### config.mk
export PLATFORM = sky130hd
export DESIGN_NAME = check_responder
export DESIGN_NICKNAME = d
export VERILOG_FILES = /design/src/rtl/check_pkg.sv /design/src/rtl/sat_counter.sv /design/src/rtl/check_responder.sv
export SDC_FILE = /design/constraint.sdc
export NUM_CORES = 1
export LEC_CHECK = 0
export BUFFER_PORTS_ARGS = -buffer_cell sky130_fd_sc_hd__clkbuf_2
export CAP_MARGIN = 20
export CELL_PAD_IN_SITES_DETAIL_PLACEMENT = 0
export CELL_PAD_IN_SITES_GLOBAL_PLACEMENT = 1
export CORE_ASPECT_RATIO = 0.6
export CORE_MARGIN = 2
export CORE_UTILIZATION = 38
export DETAILED_ROUTE_END_ITERATION = 10
export PLACE_DENSITY_LB_ADDON = 0.1
export SLEW_MARGIN = 20
export SYNTH_ARGS = -nofsm -noshare
export SYNTH_HDL_FRONTEND = slang
export SYNTH_SLANG_ARGS = --single-unit
### constraint.sdc
create_clock -name clk -period 3.3 [get_ports clk]
set_input_delay 0.33 -clock clk [delete_from_list [all_inputs] [get_ports clk]]
set_output_delay 0.33 -clock clk [all_outputs]
set_load 0.02 [all_outputs]
### src/rtl/check_pkg.sv
// Shared types and defaults for the check/done responder and related checkers.
// Widths here are defaults only; instances override through parameters.
package check_pkg;

  localparam int DEF_DATA_W = 32;
  localparam int DEF_ADDR_W = 8;
  localparam int DEF_ERR_W  = 8;

  localparam int RD_LAT_MIN = 1;
  localparam int RD_LAT_MAX = 4;

  typedef enum logic [1:0] {
    ST_IDLE  = 2'd0,
    ST_ISSUE = 2'd1,
    ST_DRAIN = 2'd2,
    ST_DONE  = 2'd3
  } state_e;

  // Keep the valid pipeline depth inside the range the read port supports.
  function automatic int clamp_lat(input int lat);
    if (lat < RD_LAT_MIN) return RD_LAT_MIN;
    if (lat > RD_LAT_MAX) return RD_LAT_MAX;
    return lat;
  endfunction

endpackage

### src/rtl/sat_counter.sv
// Saturating up-counter with synchronous clear; clear wins over increment.
// Output is the registered count, updated one cycle after clr_i/inc_i.
module sat_counter #(
  parameter int W = 8
) (
  input  logic         clk,
  input  logic         rst_n,
  input  logic         clr_i,
  input  logic         inc_i,
  output logic [W-1:0] cnt_o
);

  logic [W-1:0] cnt_q;
  logic [W-1:0] cnt_d;

  always_comb begin
    cnt_d = cnt_q;
    if (clr_i) begin
      cnt_d = '0;
    end else if (inc_i && (cnt_q != '1)) begin
      cnt_d = cnt_q + W'(1);
    end
  end

  always_ff @(posedge clk or negedge rst_n) begin
    if (!rst_n) begin
      cnt_q <= '0;
    end else begin
      cnt_q <= cnt_d;
    end
  end

  assign cnt_o = cnt_q;

endmodule

### src/rtl/check_responder.sv
// Consumes the level-held check flag, streams len reads and compares them against reference data.
// Request to done is len+RD_LAT+1 cycles (1 for len=0); no backpressure, one address per cycle.
module check_responder
  import check_pkg::*;
#(
  parameter int DATA_W = DEF_DATA_W,
  parameter int ADDR_W = DEF_ADDR_W,
  parameter int RD_LAT = 1,
  parameter int ERR_W  = DEF_ERR_W
) (
  input  logic              clk,
  input  logic              rst_n,
  input  logic              check_i,
  input  logic [ADDR_W-1:0] base_addr_i,
  input  logic [ADDR_W-1:0] len_i,
  output logic              rd_en_o,
  output logic [ADDR_W-1:0] rd_addr_o,
  input  logic [DATA_W-1:0] rd_data_i,
  input  logic [DATA_W-1:0] ref_data_i,
  output logic              busy_o,
  output logic              done_o,
  output logic              pass_o,
  output logic [ERR_W-1:0]  err_cnt_o
);

  localparam int LAT = clamp_lat(RD_LAT);

  state_e            state_q, state_d;
  logic [ADDR_W-1:0] len_q, len_d;
  logic [ADDR_W-1:0] idx_q, idx_d;
  logic              rd_en_q, rd_en_d;
  logic [ADDR_W-1:0] rd_addr_q, rd_addr_d;
  logic              busy_q, busy_d;
  logic              done_q, done_d;
  logic              pass_q, pass_d;
  logic [LAT-1:0]    vld_pipe_q, vld_pipe_d;
  logic [LAT-1:0]    vld_shift;
  logic              drained;
  logic              err_clr;
  logic              err_inc;
  logic [ERR_W-1:0]  err_cnt;

  // The tail bit marks the cycle whose read data is valid; everything else is still in flight.
  assign vld_shift  = vld_pipe_q << 1;
  assign vld_pipe_d = vld_shift | LAT'(rd_en_q);
  assign drained    = (vld_shift == '0);
  assign err_inc    = vld_pipe_q[LAT-1] && (rd_data_i != ref_data_i);

  always_comb begin
    state_d   = state_q;
    len_d     = len_q;
    idx_d     = idx_q;
    rd_en_d   = 1'b0;
    rd_addr_d = rd_addr_q;
    done_d    = 1'b0;
    pass_d    = pass_q;
    err_clr   = 1'b0;

    unique case (state_q)
      ST_IDLE: begin
        if (check_i) begin
          len_d     = len_i;
          idx_d     = '0;
          rd_addr_d = base_addr_i;
          err_clr   = 1'b1;
          if (len_i == '0) begin
            state_d = ST_DONE;
            done_d  = 1'b1;
            pass_d  = 1'b1;
          end else begin
            state_d = ST_ISSUE;
            rd_en_d = 1'b1;
            pass_d  = 1'b0;
          end
        end
      end
      ST_ISSUE: begin
        if (idx_q == (len_q - ADDR_W'(1))) begin
          state_d = ST_DRAIN;
        end else begin
          idx_d     = idx_q + ADDR_W'(1);
          rd_addr_d = rd_addr_q + ADDR_W'(1);
          rd_en_d   = 1'b1;
        end
      end
      ST_DRAIN: begin
        // Leave once only the tail remains, folding its compare into the result.
        if (drained) begin
          state_d = ST_DONE;
          done_d  = 1'b1;
          pass_d  = (err_cnt == '0) && !err_inc;
        end
      end
      ST_DONE: begin
        state_d = ST_IDLE;
      end
      default: begin
        state_d = ST_IDLE;
      end
    endcase

    busy_d = (state_d != ST_IDLE);
  end

  always_ff @(posedge clk or negedge rst_n) begin
    if (!rst_n) begin
      state_q    <= ST_IDLE;
      len_q      <= '0;
      idx_q      <= '0;
      rd_en_q    <= 1'b0;
      rd_addr_q  <= '0;
      busy_q     <= 1'b0;
      done_q     <= 1'b0;
      pass_q     <= 1'b0;
      vld_pipe_q <= '0;
    end else begin
      state_q    <= state_d;
      len_q      <= len_d;
      idx_q      <= idx_d;
      rd_en_q    <= rd_en_d;
      rd_addr_q  <= rd_addr_d;
      busy_q     <= busy_d;
      done_q     <= done_d;
      pass_q     <= pass_d;
      vld_pipe_q <= vld_pipe_d;
    end
  end

  sat_counter #(
    .W(ERR_W)
  ) u_err_cnt (
    .clk   (clk),
    .rst_n (rst_n),
    .clr_i (err_clr),
    .inc_i (err_inc),
    .cnt_o (err_cnt)
  );

  assign rd_en_o   = rd_en_q;
  assign rd_addr_o = rd_addr_q;
  assign busy_o    = busy_q;
  assign done_o    = done_q;
  assign pass_o    = pass_q;
  assign err_cnt_o = err_cnt;

endmodule
==> results.py, run 1 <==
metrics = {
    "status": {
        "outcome": "finished, final reports clean",
    },
    "finish": {
        "drive_gt1_share_pct": 33.2,
        "num-nets-final": 474,
        "n_fill_cell": 668,
        "post-route-util_pct": 49.7,
        "final_common_cell": "clkbuf_2",
        "syn_to_final_growth_pct": 27.1,
        "antenna_cells": 0,
        "final_cell_mix": "clkbuf_2 (101), dfrtp_1 (39), xor2_1 (36)",
    },
    "yosys": {
        "synthAdderAreaFrac_pct": 2.39,
        "syn-cell-area_um2": 2610,
        "synth_area_per_cell_um2": 9.13,
        "syn-num-nets": 374,
        "synth_compound_area_share_pct": 8.67,
        "synth_cells": 286,
        "synthMuxAreaShare_pct": 2.30,
        "synth_ff_type": "dfrtp_1",
        "ys_seq_area_share_pct": 37.4,
        "synthSimpleGateAreaFrac_pct": 29.5,
        "synth_xor_area_share_pct": 16.4,
        "synth_top_family_by_area": "simple AND/OR/NAND/NOR gates",
        "synth.distinct_cells": 48,
        "async_flop_share_pct": 100,
        "synth-warning-count": 0,
        "synth-edff-count": 0,
        "synth_seq_cells": 39,
    },
    "critical_path": {
        "path_cells": "inv_1, ha_1, nor2b_1, or3_1, a31oi_1, o211a_1, nand2_2, and4_4, nor3_2",
        "cpPeakStageDelay_ns": 0.47,
        "slowest_stage": "o211a_1",
        "timing.critical_path.buf_inv": 1,
        "worst-path-max-fanout": 10,
        "arrival_ns": 2.86,
        "endpoint_kind": "flop",
        "crit_family": "simple AND/OR/NAND/NOR gates",
        "cp.required_ns": 3.50,
        "crit_type": "reg2reg",
        "startpoint_type": "flop",
    },
    "clock_tree": {
        "postCtsSetupBuffers": 0,
        "cts-htree-levels": 2,
        "numCtsBuffers": 5,
        "clk_pin_slew_ns": 0.06,
        "ctsResizeCount": 0,
        "clockBufferDepth": 2,
        "cts_tree": "done",
        "postCtsHoldBufs": 0,
        "cts-root-buf": "clkbuf_16",
        "cts_sinks": 39,
        "insertion_delay_ns": 0.28,
    },
    "place": {
        "place_congestion": 0.891,
        "port_buffers": 102,
        "dp_hpwl_mm": 5.36,
        "dp_slack_ns": 0.655,
    },
    "power": {
        "powerDensity_nw_per_um2": 838,
        "ir_worst_vdd_v": 0.000438,
        "p_leak_nw": 1.61,
        "p_total_w": 0.00278,
    },
    "die": {
        "start_util_pct": 39.1,
        "design.core.area_um2": 6680,
        "dieHeight_um": 68.2,
        "die-width_um": 111,
        "fp-row-count": 23,
        "die-area_um2": 7580,
        "ios": 103,
    },
    "drt": {
        "vias": 2410,
        "ant_nets": 0,
        "drc_errors": 0,
        "drt_iter0_drc": 87,
        "dr.pass1.iters": 4,
        "viasPerCell": 5.11,
        "wl_per_cell_um": 14.5,
        "routed_wl_mm": 6.85,
    },
    "timing": {
        "setup_viol": 0,
        "worst_pin_slew_ns": 0.910,
        "hold_viol": 0,
        "slew_violations": 0,
        "rsz0062_at_grt": "false",
        "fmax_ghz": 0.376,
        "max_slew_margin_pct": 39.4,
        "finalWorstSetupSlack_ns": 0.640,
        "min_period_over_period_pct": 80.6,
        "skew_ns": 0.00626,
        "finalCriticalPeriod_ns": 2.66,
        "fin_tns_setup_ns": 0,
    },
    "worst_hold_path": {
        "worstHoldPathType": "in2async",
    },
    "grt": {
        "track_usage_pct": 18.5,
        "grt_pass1_vias": 2200,
        "grt-ovfl-total": 0,
        "antenna_found_initial": 0,
        "grt_max_degree": 40,
        "grt_pass1_wl_mm": 11.0,
    },
    "job": {
        "cap_violations": 0,
    },
}
[through the flow]
stage | area [um2] | std cells | hold slack [ns]
CTS | 3320 | 472 | 0.256
floorplan | 2610 | 286 | 0.0344
global placement | 3190 | 466 | 0.380
detailed placement | 3190 | 466 | 0.375
finish | 3320 | 472 | 0.175
global route | 3320 | 472 | 0.250
[layer usage]
metal	up-vias	share of wire, %	GRT usage (%)
met2	87	39	26.7
met5	-	0	0
met4	0	0.83	4.01
met3	6	7.3	4.16
met1	1122	53	28.1
li1	1195	-	-
[path summary, 6_finish.rpt]
| path | start | to | slack, ns | depth (start not counted) |
|---|---|---|---|---|
| max | len_q[0]$_DFFE_PN0P_ | rd_addr_o[7]$_DFFE_PN0P_ | 0.64 | 9 |
| min | rst_n | u_err_cnt.cnt_o[0]$_DFFE_PN0P_ | 0.17 | 1 |
| max reg2reg | len_q[0]$_DFFE_PN0P_ | rd_addr_o[7]$_DFFE_PN0P_ | 0.64 | 9 |
| min reg2reg | rd_en_o$_DFF_PN0_ | vld_pipe_q$_DFF_PN0_ | 0.39 | 0 |
| max in group asynchronous | rst_n | vld_pipe_q$_DFF_PN0_ | 2.55 | 1 |
| min in group clk | len_i[2] | len_q[2]$_DFFE_PN0P_ | 0.26 | 3 |
[report_power, final]
part           internal (W)  switching (W)
Sequential         0.000696       0.000306
Clock              0.000272       0.000178
Combinational      0.000590       0.000738
[Yosys cell counts, types with 6 or more instances]
| master | count | area (um2) |
|---|---|---|
| xor2_1 | 36 | 315 |
| clkbuf_1 | 10 | 37.5 |
| nand4_1 | 9 | 56.3 |
| nor4_1 | 9 | 56.3 |
| inv_1 | 7 | 26.3 |
| dfrtp_1 | 39 | 976 |
| mux2i_1 | 6 | 60.1 |
| nand2_1 | 35 | 131 |
| nor3_1 | 10 | 50.1 |
| xnor2_1 | 13 | 114 |
| o21ai_0 | 8 | 40.0 |
| a21oi_1 | 8 | 40.0 |
| and3_1 | 8 | 50.1 |
| nor2_1 | 21 | 78.8 |
[layout make-up]
type	instances	area [um2]	area share [%]
clock buffer	6	129	3.88
tap	87	109	3.28
inverter	7	26.3	0.791
timing repair buffer	105	533	16.1
multi-input combinational	228	1550	46.6
sequential	39	976	29.4
[kinds of logic (layout without fill, tap and decap cells)]
logic type,count (synthesis),in the layout
buffers and inverters,19,118
multiplexers,6,6
AO/OA/AOI/OAI,35,35
XOR/XNOR,49,49
AND/OR/NAND/NOR,133,133
flip-flops,39,39
adder cells (fa/ha/maj),5,5
[flip-flops by register name, summed over array words and instances, names as in the netlist]
signal / count
len_q: 8
done_o: 1
rd_addr_o: 8
busy_o: 1
pass_o: 1
vld_pipe_q: 1
idx_q: 8
u_err_cnt.cnt_o: 8
state_q: 2
rd_en_o: 1
Note: power is estimated with default switching activity, not from simulation.
==> inputs of run 2 (changes only) <==
--- a/config.mk
+++ b/config.mk
@@ -11,7 +11,7 @@
 export CELL_PAD_IN_SITES_GLOBAL_PLACEMENT = 1
 export CORE_ASPECT_RATIO = 0.6
 export CORE_MARGIN = 2
-export CORE_UTILIZATION = 38
+export CORE_UTILIZATION = 32
 export DETAILED_ROUTE_END_ITERATION = 10
 export PLACE_DENSITY_LB_ADDON = 0.1
 export SLEW_MARGIN = 20
==> constraint.sdc (replaced) <==
create_clock -name clk -period 2.2 [get_ports clk]
set_input_delay 0.22 -clock clk [delete_from_list [all_inputs] [get_ports clk]]
set_output_delay 0.22 -clock clk [all_outputs]
set_load 0.02 [all_outputs]
==> results.py, run 2 (same netlist as run 1, synthesis figures left out) <==
metrics = {
    "finish": {
        "syn_to_final_growth_pct": 39.5,
        "drive_gt1_share_pct": 40.7,
        "final_common_cell": "clkbuf_2",
        "fin_area_um2": 3640,
        "final_cell_mix": "clkbuf_2 (102), xor2_1 (36), dfrtp_1 (36)",
        "n_fill_cell": 776,
        "num-nets-final": 490,
        "antenna_cells": 0,
        "post-route-util_pct": 46.2,
        "final_cells": 511,
    },
    "timing": {
        "rsz0062_at_grt": "true",
        "finalCriticalPeriod_ns": 2.17,
        "worst_pin_slew_ns": 0.756,
        "skew_ns": 0.00528,
        "holdWs_ns": 0.155,
        "min_period_over_period_pct": 98.8,
        "max_slew_margin_pct": 49.6,
        "hold_viol": 0,
        "setup_viol": 0,
        "slew_violations": 0,
        "fmax_ghz": 0.460,
    },
    "die": {
        "ios": 103,
        "die-width_um": 121,
        "dieHeight_um": 74.0,
        "fp-row-count": 25,
        "start_util_pct": 33.1,
        "die-area_um2": 8930,
        "design.core.area_um2": 7880,
    },
    "critical_path": {
        "arrival_ns": 2.33,
        "crit_type": "reg2reg",
        "crit_family": "compound AO/OA/AOI/OAI gates",
        "path_cells": "buf_4, nor3_4, xnor2_2, nor4b_4, o211a_1, buf_6, o21ai_4, o22ai_1, nor3_2",
        "worst-path-max-fanout": 7,
        "slowest_stage": "dfrtp_2",
        "startpoint_type": "flop",
        "cp.required_ns": 2.35,
        "endpoint_kind": "flop",
        "cpPeakStageDelay_ns": 0.44,
        "timing.critical_path.buf_inv": 2,
    },
    "grt": {
        "track_usage_pct": 15.8,
        "grt_pass1_vias": 2247,
        "grt-ovfl-total": 0,
        "grt_pass1_wl_mm": 11.1,
        "grt_max_degree": 23,
        "antenna_found_initial": 0,
    },
    "clock_tree": {
        "cts_sinks": 39,
        "cts-root-buf": "clkbuf_16",
        "clk_pin_slew_ns": 0.06,
        "insertion_delay_ns": 0.28,
        "cts_tree": "done",
        "clockBufferDepth": 2,
        "cts-htree-levels": 2,
        "numCtsBuffers": 5,
    },
    "status": {
        "outcome": "finished, final reports clean",
    },
    "power": {
        "ir_worst_vdd_v": 0.000529,
        "p_leak_nw": 1.74,
        "powerDensity_nw_per_um2": 1300,
        "p_total_w": 0.00474,
    },
    "drt": {
        "viasPerCell": 4.82,
        "routed_wl_mm": 7.19,
        "ant_nets": 0,
        "vias": 2461,
        "dr.pass1.iters": 5,
        "wl_per_cell_um": 14.1,
        "drt_iter0_drc": 128,
        "drc_errors": 0,
    },
    "job": {
        "cap_violations": 0,
    },
    "place": {
        "post-place-cells": 500,
        "place_congestion": 0.834,
        "placed_cell_area_um2": 3320,
        "dp_hpwl_mm": 5.66,
        "port_buffers": 102,
    },
    "worst_hold_path": {
        "worstHoldPathType": "in2reg",
    },
}
-- run 2: worst min-delay path: stages --
cell      delay [ns]
clkbuf_2        0.09
nand2_1         0.05
nand2_1         0.05
-- run 2: per-stage QoR --
step                      setup TNS [ns]  worst slack, ns
after CTS                              0           0.0136
after floorplan                        0           0.0126
after detailed placement         -0.0441          -0.0241
after global routing              -0.249          -0.0603
after global placement                 0          0.00969
final                                  0           0.0274
-- run 2: final cells by class --
class,instances,area [um2],share of cell area (%)
well taps,108,135,3.71
repair buffers,121,663,18.2
flip-flops and latches,39,980,26.9
inverters,7,26.3,0.721
clock buffers,8,156,4.29
multi-input cells,228,1680,46.2
-- run 2: report_power, final --
group / total [W] / internal (W) / switching [W] / leakage (nW)
Combinational: 0.00250 / 0.00116 / 0.00134 / 1.20
Clock: 0.000760 / 0.000483 / 0.000278 / 0.0772
Sequential: 0.00147 / 0.00105 / 0.000423 / 0.462
-- run 2: worst paths after layout --
| kind | start | endpoint | slack, ns | cells past startpoint |
|---|---|---|---|---|
| hold / removal | len_i[3] | len_q[3]$_DFFE_PN0P_ | 0.15 | 3 |
| min in group asynchronous | rst_n | u_err_cnt.cnt_o[0]$_DFFE_PN0P_ | 0.42 | 2 |
| setup reg to reg | len_q[2]$_DFFE_PN0P_ | rd_addr_o[7]$_DFFE_PN0P_ | 0.03 | 9 |
| max in group asynchronous | rst_n | len_q[3]$_DFFE_PN0P_ | 1.25 | 3 |
| hold reg to reg | rd_en_o$_DFF_PN0_ | vld_pipe_q$_DFF_PN0_ | 0.37 | 0 |
| setup / recovery | len_q[2]$_DFFE_PN0P_ | rd_addr_o[7]$_DFFE_PN0P_ | 0.03 | 9 |
-- run 2: repair_timing --
action	CTS	global route
gates resized for setup	3	28
endpoints found under the hold margin	15	0
endpoints found under the setup margin	5	17
cloned	0	0
pin swaps	0	17
setup buffers	0	2
hold buffers	1	0
-- run 2: layer usage --
metal  global-route usage (%)  share of wire, %  vias up  wire (um)
met3                     3.83               7.4        2        530
met2                     22.5                40       98       2910
met4                     2.71              0.35        0         25
li1                         -                 -     1239          -
met5                        0                 0        -          0
met1                     24.4                52     1122       3720
